===== config.mk =====
export PLATFORM = sky130hd
export DESIGN_NAME = arb_grant_server_flat
export DESIGN_NICKNAME = d
export VERILOG_FILES = /design/src/rtl/arb_grant_server_if.sv /design/src/rtl/arb_grant_server.sv /design/src/flat_wrapper.sv
export SDC_FILE = /design/constraint.sdc
export NUM_CORES = 1
export LEC_CHECK = 0
export BUFFER_PORTS_ARGS = -buffer_cell sky130_fd_sc_hd__buf_2
export CAP_MARGIN = 0
export CORE_ASPECT_RATIO = 0.7
export CORE_MARGIN = 4
export CORE_UTILIZATION = 42
export DETAILED_ROUTE_END_ITERATION = 8
export PLACE_DENSITY = 0.75
export SLEW_MARGIN = 20
export SYNTH_ARGS = -nofsm -noshare
export SYNTH_HDL_FRONTEND = slang
export SYNTH_SLANG_ARGS = --single-unit

===== constraint.sdc =====
create_clock -name clk -period 5.75 [get_ports clk]
set_input_delay 1.15 -clock clk [delete_from_list [all_inputs] [get_ports clk]]
set_output_delay 1.15 -clock clk [all_outputs]
set_load 0.03 [all_outputs]

===== src/rtl/arb_grant_server_if.sv =====
// Handshake/bus bundle between the arbiter side, the grant server and the downstream bus.
interface arb_grant_server_if #(
    parameter int NREQ = 4,
    parameter int DW   = 8,
    parameter int LENW = 4,
    parameter int OW   = 2
);
    logic [NREQ-1:0]      req;
    logic [NREQ-1:0]      gnt;
    logic [NREQ*DW-1:0]   data_in;
    logic [NREQ*LENW-1:0] len_in;
    logic                 bus_ready;
    logic                 bus_valid;
    logic [DW-1:0]        bus_data;
    logic [OW-1:0]        bus_owner;
    logic                 busy;
    logic [NREQ-1:0]      done;
    logic                 err;

    modport master (
        output req, gnt, data_in, len_in, bus_ready,
        input  bus_valid, bus_data, bus_owner, busy, done, err
    );
    modport slave (
        input  req, gnt, data_in, len_in, bus_ready,
        output bus_valid, bus_data, bus_owner, busy, done, err
    );
endinterface


===== src/rtl/arb_grant_server.sv =====
// Grant server: captures the granted client's command, streams its burst, pulses done.
// Optional macro GNT_ABORT_EN: dropping req[owner] mid-burst aborts it with an err pulse.
module arb_grant_server #(
    parameter int NREQ = 4,
    parameter int DW   = 8,
    parameter int LENW = 4,
    parameter int OW   = 2
) (
    input logic               clk,
    input logic               rst,
    arb_grant_server_if.slave sif
);
    localparam logic [1:0] IDLE = 2'd0;
    localparam logic [1:0] XFER = 2'd1;
    localparam logic [1:0] DONE = 2'd2;
    localparam logic [NREQ-1:0] ONE = NREQ'(1);

    logic [1:0]      state;
    logic [LENW-1:0] len;
    logic [LENW-1:0] beat;
    logic [OW-1:0]   gnt_idx;
    logic [DW-1:0]   cap_data;
    logic [LENW-1:0] cap_len;
    logic            gnt_ok;
    logic            hs;

    always_comb begin
        gnt_idx  = '0;
        cap_data = '0;
        cap_len  = '0;
        for (int i = 0; i < NREQ; i++) begin
            if (sif.gnt[i]) begin
                gnt_idx  = OW'(i);
                cap_data = sif.data_in[i*DW +: DW];
                cap_len  = sif.len_in[i*LENW +: LENW];
            end
        end
        gnt_ok = $onehot(sif.gnt) && sif.req[gnt_idx];
        hs     = sif.bus_valid && sif.bus_ready;
    end

    // bus_data tracks base+beat by incrementing on each accepted beat.
    always_ff @(posedge clk or posedge rst) begin
        if (rst) begin
            state         <= IDLE;
            len           <= '0;
            beat          <= '0;
            sif.bus_valid <= 1'b0;
            sif.bus_data  <= '0;
            sif.bus_owner <= '0;
            sif.busy      <= 1'b0;
            sif.done      <= '0;
            sif.err       <= 1'b0;
        end else begin
            sif.done <= '0;
            sif.err  <= 1'b0;
            case (state)
                IDLE: begin
                    if (sif.gnt != '0) begin
                        if (gnt_ok) begin
                            sif.bus_owner <= gnt_idx;
                            sif.bus_data  <= cap_data;
                            len           <= cap_len;
                            beat          <= '0;
                            sif.busy      <= 1'b1;
                            if (cap_len != '0) begin
                                state         <= XFER;
                                sif.bus_valid <= 1'b1;
                            end else begin
                                state    <= DONE;
                                sif.done <= ONE << gnt_idx;
                            end
                        end else begin
                            sif.err <= 1'b1;
                        end
                    end
                end
                XFER: begin
`ifdef GNT_ABORT_EN
                    if (!sif.req[sif.bus_owner]) begin
                        state         <= IDLE;
                        sif.bus_valid <= 1'b0;
                        sif.busy      <= 1'b0;
                        sif.err       <= 1'b1;
                        if (hs) begin
                            beat         <= beat + 1'b1;
                            sif.bus_data <= sif.bus_data + 1'b1;
                        end
                    end else
`endif
                    if (hs) begin
                        beat <= beat + 1'b1;
                        if (beat + 1'b1 == len) begin
                            state         <= DONE;
                            sif.bus_valid <= 1'b0;
                            sif.done      <= ONE << sif.bus_owner;
                        end else begin
                            sif.bus_data <= sif.bus_data + 1'b1;
                        end
                    end
                end
                DONE: begin
                    state    <= IDLE;
                    sif.busy <= 1'b0;
                end
                default: begin
                    state         <= IDLE;
                    sif.busy      <= 1'b0;
                    sif.bus_valid <= 1'b0;
                end
            endcase
        end
    end
endmodule


===== src/flat_wrapper.sv =====
// flat-port wrapper written by rule: the top's interface ports become plain ports
module arb_grant_server_flat 
#(
    parameter int NREQ = 4,
    parameter int DW   = 8,
    parameter int LENW = 4,
    parameter int OW   = 2
)
  (clk, rst, sif_req, sif_gnt, sif_data_in, sif_len_in, sif_bus_ready, sif_bus_valid, sif_bus_data, sif_bus_owner, sif_busy, sif_done, sif_err);
  arb_grant_server_if #(.NREQ(NREQ), .DW(DW), .LENW(LENW), .OW(OW)) sif_i ();
  input logic clk;
  input logic rst;
  input wire logic [$bits(sif_i.req)-1:0] sif_req;
  input wire logic [$bits(sif_i.gnt)-1:0] sif_gnt;
  input wire logic [$bits(sif_i.data_in)-1:0] sif_data_in;
  input wire logic [$bits(sif_i.len_in)-1:0] sif_len_in;
  input wire logic [$bits(sif_i.bus_ready)-1:0] sif_bus_ready;
  output wire logic [$bits(sif_i.bus_valid)-1:0] sif_bus_valid;
  output wire logic [$bits(sif_i.bus_data)-1:0] sif_bus_data;
  output wire logic [$bits(sif_i.bus_owner)-1:0] sif_bus_owner;
  output wire logic [$bits(sif_i.busy)-1:0] sif_busy;
  output wire logic [$bits(sif_i.done)-1:0] sif_done;
  output wire logic [$bits(sif_i.err)-1:0] sif_err;
  assign sif_i.req = sif_req;
  assign sif_i.gnt = sif_gnt;
  assign sif_i.data_in = sif_data_in;
  assign sif_i.len_in = sif_len_in;
  assign sif_i.bus_ready = sif_bus_ready;
  assign sif_bus_valid = sif_i.bus_valid;
  assign sif_bus_data = sif_i.bus_data;
  assign sif_bus_owner = sif_i.bus_owner;
  assign sif_busy = sif_i.busy;
  assign sif_done = sif_i.done;
  assign sif_err = sif_i.err;
  arb_grant_server #(.NREQ(NREQ), .DW(DW), .LENW(LENW), .OW(OW)) u_core (.clk(clk), .rst(rst), .sif(sif_i));
endmodule

==> out/metrics.yaml <==
setup_path:
  r2r_end: "u_core.sif.bus_data[6]"
  path_common_cell: "ha_1"
  crit_required_ns: 5.89
  reg2reg_depth: 4
  crit_chain: "buf_2 -> inv_2 -> ha_1 -> ha_1 -> fa_1 -> nor3b_1 -> nand2_1 -> a211o_1 -> a2111oi_0 -> a2111oi_2"
  cpPeakStageDelay_ns: 0.68
  crit_type: "primary input to flop"
  cp_slowest_cell: "a2111oi_0"
  r2r-start: "u_core.state[0]"
  worst_setup_path_start_kind: "primary input"
  reg2reg_slack_ns: 2.91
  crit_fanout: 31
  cp.arrival_ns: 4.31
  end_kind: "flop"
min_path:
  hold_path_end: "u_core.len[0]"
  min_from: "u_core.len[0]"
  hold_path_class: "flop to flop"
  whs_path_depth: 2
die:
  die_w_um: 91.47
  rows: 20
  num_io_pins: 76
  core-area_um2: 4529
  die_height_um: 66.43
  die_area_um2: 6076
  start_util_pct: 45.22
grt:
  top_usage_layer: "met2"
  antenna_found_initial: 0
  grt_pass1_wl_um: 9604
  grt-ovfl-total: 0
  use_met2_pct: 30.57
  met3_usage_pct: 5.006
  grt_use_total_pct: 19.66
  met1_usage_pct: 28.09
  grt_max_degree: 32
  grt_pass1_vias: 1963
job:
  cap_violations: 0
synth:
  synth-seq-cells: 27
  syn_inst: 222
  synth_area_per_cell_um2: 9.226
  yosys_warnings: 0
  postSynthNetCount: 291
  synth.cell_area_um2: 2048
  async_reset_ff_share_pct: 100.0
  synth_edf_count: 0
  yosysSeqAreaShare_pct: 32.99
  ys.flop_type: "dfrtp_1"
  synth.distinct_cells: 59
finish:
  diodes: 0
  final_util_pct: 54.48
  syn_to_final_growth_pct: 20.46
  drive_gt1_share_pct: 32.52
  final_common_cell: "buf_2"
  layout_common_cells: "buf_2, dfrtp_1, nand2_1"
  final_nets: 356
sta:
  grt_setup_unrepaired: "no"
  setup_viol: 0
  finClkSkew_ns: 0.002302
  period_minus_slack_ns: 4.169
  period_share_pct: 72.50
  finalHoldViolCount: 0
  fmax_mhz: 239.9
  fin_setup_tns_ns: 0
  slew_violations: 0
  tightest_slew_ns: 1.064
  max-slew-margin-rel_pct: 28.95
cts:
  cts_setup_buffers: 0
  path_clk_slew_ns: 0.09
  hold_buffers: 0
  root_buffer: "clkbuf_8"
  postCtsResizedCells: 0
  clock-sinks: 27
  htree_levels: 1
  clock_latency_ns: 0.27
  cts_buffers: 3
  clk_path_buf_depth: 2
  cts_tree: "yes"
status:
  outcome: "finished, final reports clean"
detailed_routing:
  wl_per_cell_um: 16.80
  final_antenna_net_count: 0
  drt_pass1_iterations: 4
  route.detailed.drc: 0
  wirelength_um: 5914
  vias: 2031
  drtIter0Drc: 198
  viasPerCell: 5.770
place:
  gp_congestion: 0.8471
  dp_hpwl_um: 4589
  io_buffer_count: 75
power:
  powerDensity_nw_per_um2: 422.1
  p_leak_uw: 0.001154
  peakVddDrop_mv: 0.1651
-- critical path, delay by kind of cell --
family	cells	cell delay [ns]
AOI/OAI and AO/OA	3	1.36
adders and majority gates	3	0.93
buffers and inverters	2	0.52
and+or+nand+nor	2	0.35
-- sequential cells by signal, summed over array words and instances, names as in the netlist --
name and count:
u_core.beat 4, u_core.sif.bus_owner 2, u_core.sif.done 4, u_core.sif.err 1, u_core.sif.bus_valid 1, u_core.sif.busy 1, u_core.sif.bus_data 8, u_core.state 2
u_core.len 4
-- through the flow --
stage	hold slack, ns	setup WS [ns]	std cells	cell area, um^2	total power [uW]
after global routing	0.5618	1.339	352	2467	1117
after floorplan	0.4739	2.208	222	2048	771.9
after global placement	0.4930	1.449	348	2422	910.9
after detailed placement	0.5006	1.372	348	2422	925.0
final	0.5211	1.581	352	2467	1042
after CTS	0.5211	1.628	352	2467	1036
-- routing by layer --
layer  up-vias  wire (um)  part of all wire (%)
met5         -          0                     0
met4         0         32                  0.54
met3         2        596                    10
met2        97       2538                    43
met1       953       2746                    46
li1        979          -                     -
-- kinds of logic after synthesis --
group	Yosys count	synth area share, %
multiplexers	7	3.421
AND/OR/NAND/NOR	62	16.25
AO/OA/AOI/OAI	84	31.40
adder cells (fa/ha/maj)	10	6.475
buffers and inverters	27	6.292
flip-flops	27	32.99
XOR/XNOR	5	3.177
-- worst max-delay path by stage --
stage	start	endpoint	slack [ns]
after detailed placement	sif_gnt[3]	u_core.sif.bus_data[6]	1.37
after floorplan	sif_gnt[3]	u_core.sif.bus_data[6]	2.21
after CTS	sif_gnt[3]	u_core.sif.bus_data[6]	1.63
after global routing	sif_gnt[3]	u_core.sif.bus_data[6]	1.34
after global placement	sif_gnt[3]	u_core.sif.bus_data[6]	1.45
final	sif_gnt[3]	u_core.sif.bus_data[6]	1.58
-- layout make-up --
type / instances / area (um^2)
clock buffers: 4 / 45.04
fillers: 423 / 2062
inverters: 12 / 45.04
multi-input cells: 168 / 1244
flip-flops and latches: 27 / 675.6
well taps: 66 / 82.58
repair buffers: 75 / 375.4
-- synthesized netlist by cell type, types with 4 or more instances --
library cell   n  area share, %
nand3_1        7            1.7
dfrtp_1       27             33
a21oi_1       10            2.4
a22oi_1        6            2.2
a2bb2oi_1      6            2.6
mux2i_1        7            3.4
a221oi_1       7            3.0
inv_1         10            1.8
o21ai_0        6            1.5
nand3b_1       4            1.5
ha_1           9            5.5
o31ai_1        6            2.2
nor2b_1        4            1.2
nand2_1       18            3.3
clkbuf_1       7            1.3
o21ai_1       12            2.9
buf_2          4           0.98
nor2_1        11            2.0
-- power breakdown --
part	total, uW	switching (uW)	internal [uW]
Combinational	582	366	216
Sequential	351	86.3	265
Clock	109	59.1	49.7
Total	1040	511	530
Power figures use the tool's default switching activity.
